`src/rtl/vending_pkg.sv`:
```
// Shared state constants, coin denominations and the coin acceptance check.
package vending_pkg;

  typedef logic [1:0] state_t;

  localparam state_t ST_IDLE   = 2'd0;
  localparam state_t ST_CREDIT = 2'd1;
  localparam state_t ST_VEND   = 2'd2;
  localparam state_t ST_CHANGE = 2'd3;

  localparam int unsigned COIN_5  = 5;
  localparam int unsigned COIN_10 = 10;
  localparam int unsigned COIN_20 = 20;

  // True for a denomination the acceptor is allowed to take.
  function automatic logic coin_ok(input logic [31:0] v);
    return (v == 32'(COIN_5)) || (v == 32'(COIN_10)) || (v == 32'(COIN_20));
  endfunction

endpackage

```
`src/rtl/vending_stock.sv`:
```
// Per-item stock counters with a registered empty flag per item.
module vending_stock #(
  parameter int unsigned NUM_ITEMS  = 4,
  parameter int unsigned STOCK_W    = 4,
  parameter int unsigned STOCK_INIT = 8,
  parameter int unsigned IW         = 2
) (
  input  logic                 clk,
  input  logic                 rst,
  input  logic                 restock,
  input  logic                 dec,
  input  logic [IW-1:0]        dec_item,
  output logic [NUM_ITEMS-1:0] empty
);

  logic [STOCK_W-1:0]   cnt_q [NUM_ITEMS];
  logic [STOCK_W-1:0]   cnt_d [NUM_ITEMS];
  logic [NUM_ITEMS-1:0] empty_q;
  logic [NUM_ITEMS-1:0] empty_d;

  // Reload on restock, otherwise decrement the vended item (never below zero).
  always_comb begin
    for (int i = 0; i < NUM_ITEMS; i++) begin
      cnt_d[i] = cnt_q[i];
      if (restock) begin
        cnt_d[i] = STOCK_W'(STOCK_INIT);
      end else if (dec && (dec_item == IW'(i)) && (cnt_q[i] != '0)) begin
        cnt_d[i] = cnt_q[i] - STOCK_W'(1);
      end
      empty_d[i] = (cnt_d[i] == '0);
    end
  end

  // Counter and empty-flag registers.
  always_ff @(posedge clk) begin
    if (rst) begin
      for (int i = 0; i < NUM_ITEMS; i++) begin
        cnt_q[i] <= STOCK_W'(STOCK_INIT);
      end
      empty_q <= {NUM_ITEMS{(STOCK_INIT == 0)}};
    end else begin
      for (int i = 0; i < NUM_ITEMS; i++) begin
        cnt_q[i] <= cnt_d[i];
      end
      empty_q <= empty_d;
    end
  end

  assign empty = empty_q;

endmodule

```
`src/rtl/vending_ctrl.sv`:
```
// Vending controller: credit accumulation, selection, vend and change handshake.
module vending_ctrl
  import vending_pkg::*;
#(
  parameter int unsigned NUM_ITEMS  = 4,
  parameter int unsigned CREDIT_W   = 8,
  parameter logic [NUM_ITEMS*CREDIT_W-1:0] PRICES = {8'd30, 8'd55, 8'd39, 8'd20},
  parameter int unsigned MAX_CREDIT = 200,
  parameter int unsigned STOCK_W    = 4,
  parameter int unsigned STOCK_INIT = 8,
  localparam int unsigned IW = (NUM_ITEMS > 1) ? $clog2(NUM_ITEMS) : 1
) (
  input  logic                clk,
  input  logic                rst,
  input  logic                coin_valid,
  input  logic [CREDIT_W-1:0] coin_val,
  input  logic                sel_valid,
  input  logic [IW-1:0]       sel_item,
  input  logic                cancel,
  input  logic                restock,
  output logic                coin_reject,
  output logic                dispense,
  output logic [IW-1:0]       dispense_item,
  output logic                sold_out,
  output logic                need_credit,
  output logic                chg_valid,
  output logic [CREDIT_W-1:0] chg_amount,
  input  logic                chg_ready,
  output logic [CREDIT_W-1:0] credit,
  output logic                busy
);

  localparam int unsigned SUM_W = CREDIT_W + 1;

  state_t              state_q, state_d;
  logic [CREDIT_W-1:0] credit_q, credit_d;
  logic [IW-1:0]       item_q, item_d;
  logic                coin_reject_q, coin_reject_d;
  logic                dispense_q, dispense_d;
  logic [IW-1:0]       dispense_item_q, dispense_item_d;
  logic                sold_out_q, sold_out_d;
  logic                need_credit_q, need_credit_d;
  logic                chg_valid_q, chg_valid_d;
  logic [CREDIT_W-1:0] chg_amount_q, chg_amount_d;
  logic                busy_q, busy_d;

  logic [CREDIT_W-1:0]  price_tbl [NUM_ITEMS];
  logic [NUM_ITEMS-1:0] empty;
  logic [SUM_W-1:0]     coin_sum;
  logic                 coin_accept;
  logic                 sel_ok;
  logic                 stock_dec;
  logic                 stock_restock;

  for (genvar g = 0; g < NUM_ITEMS; g++) begin : g_price
    assign price_tbl[g] = PRICES[g*CREDIT_W +: CREDIT_W];
  end

  vending_stock #(
    .NUM_ITEMS  (NUM_ITEMS),
    .STOCK_W    (STOCK_W),
    .STOCK_INIT (STOCK_INIT),
    .IW         (IW)
  ) u_stock (
    .clk      (clk),
    .rst      (rst),
    .restock  (stock_restock),
    .dec      (stock_dec),
    .dec_item (item_q),
    .empty    (empty)
  );

  // Next-state and registered-output logic; cancel > select > coin priority.
  always_comb begin
    state_d         = state_q;
    credit_d        = credit_q;
    item_d          = item_q;
    coin_reject_d   = 1'b0;
    dispense_d      = 1'b0;
    dispense_item_d = '0;
    sold_out_d      = 1'b0;
    need_credit_d   = 1'b0;
    chg_valid_d     = chg_valid_q;
    chg_amount_d    = chg_amount_q;
    stock_dec       = 1'b0;
    stock_restock   = 1'b0;

    sel_ok      = sel_valid && (32'(sel_item) < NUM_ITEMS);
    coin_sum    = SUM_W'(credit_q) + SUM_W'(coin_val);
    coin_accept = coin_ok(32'(coin_val)) && (coin_sum <= SUM_W'(MAX_CREDIT));

    case (state_q)
      ST_IDLE, ST_CREDIT: begin
        if (cancel && (state_q == ST_CREDIT)) begin
          state_d       = ST_CHANGE;
          chg_valid_d   = 1'b1;
          chg_amount_d  = credit_q;
          coin_reject_d = coin_valid;
        end else if (sel_ok) begin
          coin_reject_d = coin_valid;
          if (empty[sel_item]) begin
            sold_out_d = 1'b1;
          end else if (credit_q < price_tbl[sel_item]) begin
            need_credit_d = 1'b1;
          end else begin
            state_d         = ST_VEND;
            item_d          = sel_item;
            dispense_d      = 1'b1;
            dispense_item_d = sel_item;
          end
        end else if (coin_valid) begin
          if (coin_accept) begin
            credit_d = coin_sum[CREDIT_W-1:0];
            state_d  = ST_CREDIT;
          end else begin
            coin_reject_d = 1'b1;
          end
        end
        stock_restock = restock && (state_q == ST_IDLE);
      end
      ST_VEND: begin
        coin_reject_d = coin_valid;
        credit_d      = credit_q - price_tbl[item_q];
        stock_dec     = 1'b1;
        if (credit_d != '0) begin
          state_d      = ST_CHANGE;
          chg_valid_d  = 1'b1;
          chg_amount_d = credit_d;
        end else begin
          state_d = ST_IDLE;
        end
      end
      ST_CHANGE: begin
        coin_reject_d = coin_valid;
        if (chg_ready) begin
          credit_d     = '0;
          chg_valid_d  = 1'b0;
          chg_amount_d = '0;
          state_d      = ST_IDLE;
        end
      end
      default: begin
        state_d = ST_IDLE;
      end
    endcase

    busy_d = (state_d == ST_VEND) || (state_d == ST_CHANGE);
  end

  // State and output registers.
  always_ff @(posedge clk) begin
    if (rst) begin
      state_q         <= ST_IDLE;
      credit_q        <= '0;
      item_q          <= '0;
      coin_reject_q   <= 1'b0;
      dispense_q      <= 1'b0;
      dispense_item_q <= '0;
      sold_out_q      <= 1'b0;
      need_credit_q   <= 1'b0;
      chg_valid_q     <= 1'b0;
      chg_amount_q    <= '0;
      busy_q          <= 1'b0;
    end else begin
      state_q         <= state_d;
      credit_q        <= credit_d;
      item_q          <= item_d;
      coin_reject_q   <= coin_reject_d;
      dispense_q      <= dispense_d;
      dispense_item_q <= dispense_item_d;
      sold_out_q      <= sold_out_d;
      need_credit_q   <= need_credit_d;
      chg_valid_q     <= chg_valid_d;
      chg_amount_q    <= chg_amount_d;
      busy_q          <= busy_d;
    end
  end

  assign coin_reject   = coin_reject_q;
  assign dispense      = dispense_q;
  assign dispense_item = dispense_item_q;
  assign sold_out      = sold_out_q;
  assign need_credit   = need_credit_q;
  assign chg_valid     = chg_valid_q;
  assign chg_amount    = chg_amount_q;
  assign credit        = credit_q;
  assign busy          = busy_q;

endmodule
```
`config.mk`:
```
export PLATFORM = sky130hd
export DESIGN_NAME = vending_ctrl
export DESIGN_NICKNAME = d
export VERILOG_FILES = /design/src/rtl/vending_pkg.sv /design/src/rtl/vending_stock.sv /design/src/rtl/vending_ctrl.sv
export SDC_FILE = /design/constraint.sdc
export NUM_CORES = 1
export LEC_CHECK = 0
export ABC_AREA = 1
export CAP_MARGIN = 20
export CORE_ASPECT_RATIO = 0.7
export CORE_MARGIN = 2
export CORE_UTILIZATION = 55
export CTS_CLUSTER_SIZE = 30
export DETAILED_ROUTE_END_ITERATION = 10
export PLACE_DENSITY = 0.79
export REMOVE_ABC_BUFFERS = 1
export SLEW_MARGIN = 30
export SYNTH_ARGS = -nofsm -noshare
export SYNTH_HDL_FRONTEND = slang
export SYNTH_HIERARCHICAL = 1
export SYNTH_SLANG_ARGS = --single-unit
```
`constraint.sdc`:
```
create_clock -name clk -period 6 [get_ports clk]
set_input_delay 1.2 -clock clk [delete_from_list [all_inputs] [get_ports clk]]
set_output_delay 1.2 -clock clk [all_outputs]
set_load 0.05 [all_outputs]
```
======== Word level (Yosys, flattened, before mapping) ========
Memory sizes are Yosys's and may differ from the RTL's.
Cells that the tools add are included.
cells by class
  add/subtract/negate cells ............... 6
  order comparisons ....................... 5
  equality and inequality tests ........... 18
  multiplexer cells ....................... 55
  bitwise logic cells ..................... 11
  reductions and logical operators ........ 33
operator list
  kind                                                             count
  2-to-1 mux 8 bit                                                 11
  2-to-1 mux 4 bit                                                 12
  one-hot mux 8 bit (3 select lines)                               2
  binary-select mux 8 bit (select 2 bit)                           2
  zero test 4 bit                                                  4
  2-to-1 mux 1 bit                                                 16
  2-to-1 mux 2 bit                                                 8
  nonzero test 4 bit                                               4
  subtractor 4 x 1 -> 4 bit (second input constant)                4
  != test 2 bit (second input constant)                            7
  equality test 2 bit (second input constant)                      6
  logical AND 1 bit                                                11
  AND reduction 5 bit                                              2
  adder 8 x 8 -> 9 bit                                             1
  less-or-equal comparator 9 x 8 -> 1 bit (second input constant)  1
  equality test 8 x 3 -> 1 bit (second input constant)             1
  equality test 8 x 4 -> 1 bit (second input constant)             1
  equality test 8 x 5 -> 1 bit (second input constant)             1
  < comparator 8 bit                                               1
  nonzero test 8 bit                                               1
  subtractor 8 bit                                                 1
  greater-or-equal comparator 3 bit (second input constant)        2
  inverter 2 -> 3 bit                                              2
  one-hot mux 2 bit (3 select lines)                               1
  14 further kinds                                                 26
word-level totals
  register bits after elaboration ......... 32
  RAM bits ................................ 16
  bits of input ports ..................... 17
  logic and storage cells ................. 141
  memories ................................ 1
memory list
  name           depth  width  rd ports  clocked after Yosys merged registers in  write ports  RTL line             text
  u_stock.cnt_q  4      4      4         0                                        4            vending_stock.sv:16  logic [STOCK_W-1:0] cnt_q [NUM_ITEMS];

======== Logic depth before layout (Yosys ltp) ========
Gate-level depths: netlist of run 1.
  word-level depth ........................ 12
  depth in mapped cells ................... 17

======== Hierarchy ========
Netlist of run 1, hierarchy kept.
by module, submodules not included
  module         instances  cells each  area an instance (µm²)  seq. area each (µm²)
  vending_ctrl   1          358         2401.1                  540.5
  vending_stock  1          176         1116.1                  400.4

======== Worst setup path after synthesis of run 1 ========
OpenSTA, ideal clock, no wires.
  path type ............................... input port to flip-flop
  start point ............................. in coin_val[0]
  end point ............................... reg credit_q[3] (netlist: credit[3])
  arrival time ............................ 2.832 ns
  path slack .............................. 3.052 ns
  stages .................................. 13
  buffers on the path ..................... 1
  cell sequence ........................... ha_1 > fa_1 > nand3_1 > nand3_1 > xnor2_1 > nand3_2 > nand2_2 > nand3_2 > nand2_4 > buf_12 > nand3_2 > nand2_1 > nor2_2
on the way
  longest elaborated chain between the ends .. 6
RTL lines
  item                                                          RTL line             text
  from (decl)                                                   vending_ctrl.sv:16   input logic [CREDIT_W-1:0] coin_val,
  branches (longest 6 deep; another with adder 8 x 8 -> 9 bit)  --
  to (signal assigned)                                          vending_ctrl.sv:166  credit_q <= credit_d;
  to (decl)                                                     vending_ctrl.sv:36   logic [CREDIT_W-1:0] credit_q, credit_d;
Several ways; the timed one is not identified. The select of a mux whose other input is x is not followed.
A chain may end at the register's enable or synchronous reset.

======== Final worst setup path of run 1 ========
  start point ............................. in coin_val[0]
  end point ............................... reg credit_q[4] (netlist: credit[4])
Same word-level chain as after synthesis.

==> impl_metrics.py, run 1 <==
metrics = {
    "status": {
        "status": "finished clean",
    },
    "clock_network": {
        "clk_latency_ns": 0.30,
        "cts_max_path_buffers": 2,
        "cts_tree": "yes",
        "clk_pin_slew_worst_paths_ns": 0.09,
        "htreeDepth": 2,
        "cts.sinks": 47,
        "ctsResizeCount": 0,
        "post_cts_buffers": 0,
        "cts_hold_buf": 0,
        "cts-root-buf": "clkbuf_8",
        "cts_buffers": 5,
    },
    "critical_path": {
        "cp_num_cells": 13,
        "worstSetupPathType": "primary input to register",
        "ff2ff_path_depth": 14,
        "crit_family": "simple AND/OR/NAND/NOR gates",
        "slowest_stage": "clkdlybuf4s50_1",
        "timing.critical_path.buf_inv": 1,
        "startpoint_type": "primary input",
        "reg2reg_slack_ns": 2.96,
        "critPathArrivalTime_ns": 3.49,
        "worstPathMaxFanout": 16,
        "cp_cell_sequence": "clkdlybuf4s50_1 > ha_1 > fa_1 > nand3_1 > nand3_1 > xnor2_1 > nand3_2 > nand2_2 > nand3_2 > nand2_4 > nand3_1 > nand2_1 > nor2_1",
        "cp_data_required_time_ns": 6.20,
        "cp_common_cell": "nand3_1",
        "cp-end-kind": "register",
        "max_stage_delay_ns": 0.44,
    },
    "timing": {
        "max-slew-margin-rel_pct": 46.9,
        "slew_violations": 0,
        "period_minus_slack_ns": 3.29,
        "fin_crit_sh_pct": 54.8,
        "tightest_slew_ns": 0.794,
        "finalClockSkew_ns": 0.00231,
        "finalWorstSetupSlack_ns": 2.71,
        "max_freq_ghz": 0.304,
        "hold_violations": 0,
        "finalSetupViolCount": 0,
        "grt_setup_unrepaired": "false",
        "final.setup.tns_ns": 0,
    },
    "synthesis": {
        "synth_xor_area_share_pct": 1.46,
        "synth_edf_count": 0,
        "synth_compound_area_share_pct": 9.68,
        "seq_area_frac_synth_pct": 26.8,
        "yosys.area_share.adder_pct": 10.7,
        "ys_seq_elements": 47,
        "yosysWarnings": 6,
        "synth_simple_gate_area_share_pct": 40.3,
        "synthMuxAreaShare_pct": 0,
        "synthesis.instances": 534,
        "avgSynthCellArea_um2": 6.59,
        "synthFlopType": "dfxtp_1",
        "synthArstFlopShare_pct": 0,
        "ys_top_cells_by_area": "dfxtp_1, nand2_1, nand3_1",
        "synth_top_family_by_area": "simple AND/OR/NAND/NOR gates",
        "syn_area_um2": 3520,
        "yosysUniqueCellTypes": 38,
        "synth_top_cell_area_share_pct": 26.8,
        "yosysTopAreaCell": "dfxtp_1",
    },
    "power": {
        "switchingPower_mw": 0.957,
        "pwr-share-clk_pct": 13.6,
        "total_power_mw": 1.83,
        "intPower_mw": 0.869,
        "power_density_nw_per_um2": 448,
        "ir_drop_v": 0.000205,
        "seq_power_share_pct": 25.0,
        "switching_share_pct": 52.4,
        "combPwrFrac_pct": 61.4,
        "power.leakage_nw": 1.98,
    },
    "die": {
        "die_h_um": 70.9,
        "core_um2": 6220,
        "die_x_um": 99.6,
        "dieArea_um2": 7060,
        "start_util_pct": 56.6,
        "io-pin-count": 41,
        "fp-row-count": 24,
    },
    "global_routing": {
        "grt_pass1_wl_mm": 15.0,
        "grt_pass1_vias": 3189,
        "grt-ovfl-total": 0,
        "grt_use_total_pct": 26.6,
        "grt_start_max_net_pins": 26,
        "antenna_found_initial": 0,
    },
    "detailed_routing": {
        "wl_per_cell_um": 14.3,
        "drc": 0,
        "drt-vias-per-instance": 5.48,
        "top_layer": "met4",
        "first_pass_iters": 5,
        "drt_wl_total_mm": 9.32,
        "vias": 3576,
        "wl_met1_mm": 4.68,
        "met3WireLength_um": 676,
        "ant_nets": 0,
        "dr_wl_met2_mm": 3.84,
        "drtIter0Drc": 237,
    },
    "layout": {
        "area_growth_pct": 15.8,
        "fin_nets": 619,
        "final_util_pct": 65.5,
        "layout-drive-gt1-share_pct": 10.8,
        "diodes": 0,
    },
    "placed_design": {
        "gp_congestion": 0.932,
        "portBuffers": 40,
        "dp_slack_ns": 2.41,
        "dp_hpwl_mm": 7.29,
    },
    "hold_path": {
        "min_path_cells": 2,
        "min_path_type": "register to register",
    },
    "run": {
        "cap_viol_max_count": 0,
    },
}
-- worst paths after layout --
| kind | to | from |
|---|---|---|
| worst min register to register | chg_amount[0] | chg_amount[0] |
| worst max-delay path | credit[4] | coin_val[0] |
| worst max register to register | chg_amount[4] | item_q[0] |
| worst min-delay path | chg_amount[0] | chg_amount[0] |
-- cell families after synthesis --
kind of cell	after synthesis
buffers and inverters	95
flip-flops	47
XOR/XNOR	5
adder cells (fa/ha/maj)	29
AND/OR/NAND/NOR	300
AO/OA/AOI/OAI	58
-- metal layers --
metal,vias to the layer above,GRT usage (%)
met5,-,0
met3,15,4.84
li1,1805,-
met2,125,39.3
met1,1631,40.6
met4,0,5.63
-- tightest hold or removal path: stages, from the launching register on --
cell and delay (ns):
dfxtp_1 0.32, nand2_1 0.06, a21oi_1 0.05
-- area by class of cell --
cell class,instances,area (µm²)
clock inverter,2,35.0
fill,559,2140
tap,78,97.6
multi-input combinational,392,2190
inverter,85,319
sequential,47,941
timing repair buffer,42,410
clock buffer,6,82.6
-- registers in the layout (all words and copies together) (netlist names), 2 cells and up --
register,count
dispense_item,2
u_stock/cnt_q,16
chg_amount,8
item_q,2
credit,8
u_stock/empty,4
-- stage by stage --
step	hold slack (ns)	area, µm²	std cells
3_3_place_gp	0.454	3960	644
6_report	0.472	4070	652
5_1_grt	0.499	4070	652
2_1_floorplan	0.489	3450	524
3_5_place_dp	0.459	3960	644
4_1_cts	0.478	4080	652
-- placed cells by master (no fill, tap or decap), drive strengths merged, types with 2 or more instances in the layout --
cell	n
a21oi	30
a31oi	4
buf	3
clkbuf	6
clkdlybuf4s50	39
clkinv	2
dfxtp	47
fa	2
ha	27
inv	84
nand2	145
nand3	78
nand4	10
nor2	58
nor3	5
o21ai	17
o22ai	4
xnor2	3
xor2	2
-- power by group through the flow --
stage / Sequential (mW) / Clock (mW) / Combinational (mW)
2_1_floorplan: 0.565 / 0 / 0.694
3_3_place_gp: 0.460 / 0 / 1.09
4_1_cts: 0.454 / 0.248 / 1.11
3_5_place_dp: 0.461 / 0 / 1.10
6_report: 0.456 / 0.249 / 1.12
5_1_grt: 0.461 / 0.260 / 1.23
-- cell usage after synthesis (all sizes together) (3+ instances only) --
library cell,number
a21oi,30
a31oi,4
buf,7
clkbuf,3
dfxtp,47
ha,27
inv,84
nand2,145
nand3,78
nand4,10
nor2,58
nor3,5
o21ai,17
o22ai,4
xnor2,3
Power figures use the tool's default switching activity.
==> run 2: changes to the inputs <==
Clock period 6 ns to 3.1 ns, I/O delays scaled along.
==> run 2 against run 1 <==
  * Die area unchanged
  * Non-clock buffer count up 7
  * Critical path depth up 1
  * Total power up 95%
  * Combinational power up 98%
  * Final cell count up 1.1%
  * Sequential power up 90%
  * First-iteration DRC count up 30%
  * Sequential cell count unchanged
  * Clock-buffer cell count unchanged
  * Sequential share of layout area down 0.32 points
  * Core utilization up 0.93 points
  * Largest power group unchanged
==> impl_metrics.py, run 2 (synthesized netlist as in run 1, its figures left out) <==
metrics = {
    "detailed_routing": {
        "vias": 3593,
        "drtIter0Drc": 308,
        "wl_per_cell_um": 13.8,
        "drc": 0,
        "drt-vias-per-instance": 5.45,
        "first_pass_iters": 8,
        "ant_nets": 0,
        "drt_wl_total_mm": 9.12,
    },
    "clock_network": {
        "clk_latency_ns": 0.31,
        "clk_pin_slew_worst_paths_ns": 0.09,
        "cts_tree": "yes",
        "cts-root-buf": "clkbuf_8",
        "htreeDepth": 2,
        "post_cts_buffers": 0,
        "cts_hold_buf": 0,
        "cts_max_path_buffers": 2,
        "ctsResizeCount": 0,
        "cts.sinks": 47,
        "cts_buffers": 5,
    },
    "timing": {
        "tightest_slew_ns": 0.539,
        "period_minus_slack_ns": 2.80,
        "fin_crit_sh_pct": 90.3,
        "final.setup.tns_ns": 0,
        "hold_violations": 0,
        "finalClockSkew_ns": 0.00545,
        "max_freq_ghz": 0.357,
        "max-slew-margin-rel_pct": 64.0,
        "slew_violations": 0,
        "finalSetupViolCount": 0,
        "finalWorstSetupSlack_ns": 0.302,
        "grt_setup_unrepaired": "false",
    },
    "layout": {
        "multi_input_area_um2": 2190,
        "final_util_pct": 66.4,
        "diodes": 0,
        "largest_reg_flops": 16,
        "layout-drive-gt1-share_pct": 11.7,
        "final_common_cell": "nand2_1",
        "stdcell_area_um2": 4130,
        "fillers": 561,
        "area_growth_pct": 17.4,
        "fin_nets": 626,
        "seqCellArea_um2": 941,
        "layout_common_cells": "nand2_1, inv_1, nand3_1",
        "top_register": "u_stock/cnt_q",
    },
    "critical_path": {
        "startpoint": "item_q[1]",
        "critPathArrivalTime_ns": 3.04,
        "max_stage_delay_ns": 0.44,
        "slowest_stage": "dfxtp_1",
        "worstSetupPathType": "register to register",
        "cp_cell_sequence": "inv_1 > ha_1 > ha_1 > inv_1 > fa_1 > inv_1 > nand2_1 > nor2_1 > nand3_2 > nor2_4 > nand4_4 > nand2_4 > nand2_1 > a21oi_1",
        "startpoint_type": "register",
        "crit_family": "adder cells",
        "cp-end-kind": "register",
        "cp_common_cell": "inv_1",
        "reg2reg_from": "item_q[1]",
        "cp_data_required_time_ns": 3.34,
        "timing.critical_path.buf_inv": 3,
        "worstPathMaxFanout": 10,
    },
    "die": {
        "die_h_um": 70.9,
        "io-pin-count": 41,
        "start_util_pct": 56.6,
        "die_x_um": 99.6,
        "fp-row-count": 24,
        "dieArea_um2": 7060,
        "core_um2": 6220,
    },
    "placed_design": {
        "dp_slack_ns": 0.0956,
        "portBuffers": 40,
        "gp_congestion": 0.947,
        "dp_hpwl_mm": 7.22,
        "dpl_cell_area_um2": 4010,
    },
    "power": {
        "intPower_mw": 1.71,
        "switching_share_pct": 51.9,
        "pwr-share-clk_pct": 13.4,
        "power.leakage_nw": 2.02,
        "seq_power_share_pct": 24.3,
        "ir_drop_v": 0.000456,
        "combPwrFrac_pct": 62.3,
        "switchingPower_mw": 1.85,
        "total_power_mw": 3.56,
        "power_density_nw_per_um2": 863,
    },
    "global_routing": {
        "grt_use_total_pct": 27.0,
        "grt_start_max_net_pins": 23,
        "grt_pass1_vias": 3164,
        "antenna_found_initial": 0,
        "grt-ovfl-total": 0,
        "grt_pass1_wl_mm": 15.2,
    },
    "hold_path": {
        "min_path_type": "register to register",
        "hp-start": "chg_amount[6]",
    },
    "run": {
        "cap_viol_max_count": 0,
    },
    "status": {
        "status": "finished clean",
    },
}
==> run 2: through the flow <==
stage / hold WS (ns) / instances
after detailed placement: 0.455 / 651
final: 0.471 / 659
after floorplan: 0.489 / 524
after global routing: 0.485 / 659
after global placement: 0.451 / 651
after CTS: 0.476 / 659
==> run 2: layout make-up <==
cell class	instances	share of cell area [%]
timing repair buffer	49	11.3
clock inverter	2	0.848
tap	78	2.36
clock buffer	6	2.00
inverter	85	7.72
multi-input combinational	392	53.0
sequential	47	22.8
==> run 2: worst reg2reg max path, cell delays in order, from the launching register on <==
cell and delay, ns:
dfxtp_1 0.44, inv_1 0.11, ha_1 0.34, ha_1 0.19, inv_1 0.12, fa_1 0.43, inv_1 0.10, nand2_1 0.06
nor2_1 0.14, nand3_2 0.11, nor2_4 0.15, nand4_4 0.19, nand2_4 0.16, nand2_1 0.06, a21oi_1 0.12
==> run 2: final timing paths <==
check,endpoint,slack [ns],cells past startpoint
worst max register to register,chg_amount[6],0.30,14
worst min-delay path,chg_amount[6],0.47,2
worst max-delay path,chg_amount[6],0.30,14
worst min register to register,chg_amount[6],0.47,2
==> run 2: per-layer routing <==
metal / vias to the layer above / GRT usage (%) / share of wire [%]
met4: 0 / 8.22 / 1.9
met5: - / 0 / 0
met3: 18 / 4.45 / 9.5
met1: 1604 / 42.6 / 49
met2: 151 / 37.3 / 39
li1: 1820 / - / -
==> run 2: power by group through the flow <==
stage	logic (mW)	registers (mW)	clock network, mW
6_report	2.22	0.867	0.478
5_1_grt	2.45	0.877	0.511
4_1_cts	2.20	0.859	0.484
3_5_place_dp	2.18	0.872	0
3_3_place_gp	2.15	0.872	0
2_1_floorplan	1.34	1.09	0
==> run 3: changes to the inputs <==
Settings changed: GPL_TIMING_DRIVEN set to 0, HOLD_SLACK_MARGIN set to 0.08.
==> run 3 against run 2 <==
  * Clock power shrank 20%
  * Final cell count shrank 1.5%
  * Global-route usage shrank 0.82 points
  * Routed wire length shrank 2.6%
  * Sequential cell count is the same
  * Setup slack lost 0.11 ns
  * Die area is the same
  * Clock skew grew 0.0031 ns
  * Sequential share of layout area grew 0.55 points
  * Clock-buffer cell count is the same
  * Total power shrank 4.3%
==> impl_metrics.py, run 3 (synthesized netlist as in run 1, its figures left out) <==
metrics = {
    "layout": {
        "area_growth_pct": 14.8,
        "final_common_cell": "nand2_1",
        "top_register": "u_stock/cnt_q",
        "stdcell_area_um2": 4040,
        "layout-drive-gt1-share_pct": 10.9,
        "layout_common_cells": "nand2_1, inv_1, nand3_1",
        "largest_reg_flops": 16,
        "fin_nets": 617,
        "diodes": 0,
    },
    "die": {
        "dieArea_um2": 7060,
        "die_h_um": 70.9,
        "core_um2": 6220,
        "start_util_pct": 56.6,
        "die_x_um": 99.6,
        "io-pin-count": 41,
        "fp-row-count": 24,
    },
    "power": {
        "pwr-share-clk_pct": 11.2,
        "power_density_nw_per_um2": 845,
        "intPower_mw": 1.59,
        "combPwrFrac_pct": 62.3,
        "switchingPower_mw": 1.82,
        "switching_share_pct": 53.4,
        "seq_power_share_pct": 26.6,
        "ir_drop_v": 0.000541,
        "power.leakage_nw": 1.96,
    },
    "detailed_routing": {
        "drc": 0,
        "first_pass_iters": 5,
        "wl_per_cell_um": 13.7,
        "ant_nets": 0,
        "drt_wl_total_mm": 8.88,
        "vias": 3520,
        "drt-vias-per-instance": 5.42,
        "drtIter0Drc": 237,
    },
    "global_routing": {
        "antenna_found_initial": 0,
        "grt_pass1_vias": 3139,
        "grt_start_max_net_pins": 26,
        "grt_pass1_wl_mm": 14.8,
        "grt-ovfl-total": 0,
        "grt_use_total_pct": 26.2,
    },
    "critical_path": {
        "worstSetupPathType": "primary input to register",
        "startpoint_type": "primary input",
        "worstPathMaxFanout": 16,
        "cp-end-kind": "register",
        "cp_data_required_time_ns": 3.30,
        "critPathArrivalTime_ns": 3.12,
        "ff2ff_path_depth": 14,
    },
    "timing": {
        "grt_setup_unrepaired": "false",
        "hold_violations": 0,
        "finalClockSkew_ns": 0.00860,
        "finalSetupViolCount": 0,
        "finalWorstSetupSlack_ns": 0.188,
        "final.setup.tns_ns": 0,
        "max_freq_ghz": 0.343,
        "period_minus_slack_ns": 2.91,
        "fin_crit_sh_pct": 93.9,
        "slew_violations": 0,
        "whs_ns": 0.468,
        "max-slew-margin-rel_pct": 41.7,
        "tightest_slew_ns": 0.873,
    },
    "clock_network": {
        "cts_hold_buf": 0,
        "cts-root-buf": "clkbuf_8",
        "post_cts_buffers": 0,
        "cts.sinks": 47,
        "cts_tree": "yes",
        "clk_pin_slew_worst_paths_ns": 0.09,
        "cts_max_path_buffers": 2,
        "cts_buffers": 5,
        "clk_latency_ns": 0.30,
        "ctsResizeCount": 0,
        "htreeDepth": 2,
    },
    "run": {
        "cap_viol_max_count": 0,
    },
    "hold_path": {
        "min_path_type": "register to register",
        "min_path_cells": 2,
    },
    "placed_design": {
        "portBuffers": 40,
        "dp_slack_ns": -0.160,
        "dp_hpwl_mm": 6.80,
        "gp_congestion": 0.958,
        "dpl_cell_area_um2": 3950,
    },
    "status": {
        "status": "finished clean",
    },
}
## run 3: cell count changes in the layout (fill, tap and decap cells not counted)
| cell | before | now |
|---|---|---|
| buf_2 | 0 | 1 |
| buf_4 | 9 | 0 |
| bufinv_16 | 1 | 0 |
| clkdlybuf4s50_1 | 40 | 39 |
| dfxtp_1 | 47 | 46 |
| dfxtp_2 | 0 | 1 |
| nor2_1 | 51 | 50 |
| nor2_2 | 4 | 5 |
| xnor2_1 | 3 | 2 |
| xnor2_2 | 0 | 1 |
## run 3: routing by layer
layer  global-route usage [%]  wire (µm)  vias up  share of wire, %
li1                         -          -     1792                 -
met1                     39.7       4480     1583                50
met2                     38.4       3600      128                41
met3                     5.24        658       17               7.4
met4                     6.24        141        0               1.6
met5                        0          0        -                 0
## run 3: cell type report
type | count | area, µm²
clock buffer | 6 | 82.6
clock inverter | 1 | 5.00
fill | 571 | 2180
inverter | 85 | 319
multi-input combinational | 392 | 2200
sequential | 47 | 942
tap | 78 | 97.6
timing repair buffer | 40 | 395
## run 3: path summary, 6_finish.rpt
path                               startpoint            end  slack (ns)
worst max-delay path              coin_val[0]      credit[0]        0.19
worst min-delay path            chg_amount[7]  chg_amount[7]        0.47
worst max register to register      item_q[0]  chg_amount[5]        0.23
worst min register to register  chg_amount[7]  chg_amount[7]        0.47
## run 3: critical path, cell delays in order
cell	delay, ns
clkdlybuf4s50_1	0.48
ha_1	0.28
fa_1	0.44
nand3_1	0.11
nand3_1	0.11
xnor2_2	0.27
nand3_2	0.12
nand2_2	0.10
nand3_2	0.10
nand2_4	0.22
nand3_1	0.10
nand2_1	0.09
nor2_1	0.06
## run 3: power by group through the flow
stage               clock network (mW)  logic (mW)  registers [mW]
global route                     0.410        2.35           0.923
detailed placement                   0        2.07           0.912
finish                           0.381        2.12           0.906
floorplan                            0        1.34            1.09
CTS                              0.386        2.09           0.898
global placement                     0        2.03           0.911
## run 3: through the flow
| stage | std cells | util [%] | power [mW] |
|---|---|---|---|
| 2_1_floorplan | 524 | - | 2.44 |
| 3_3_place_gp | 642 | 63.5 | 2.94 |
| 3_5_place_dp | 642 | 63.5 | 2.98 |
| 4_1_cts | 649 | 64.9 | 3.38 |
| 5_1_grt | 649 | 65.0 | 3.68 |
| 6_report | 649 | 65.0 | 3.41 |
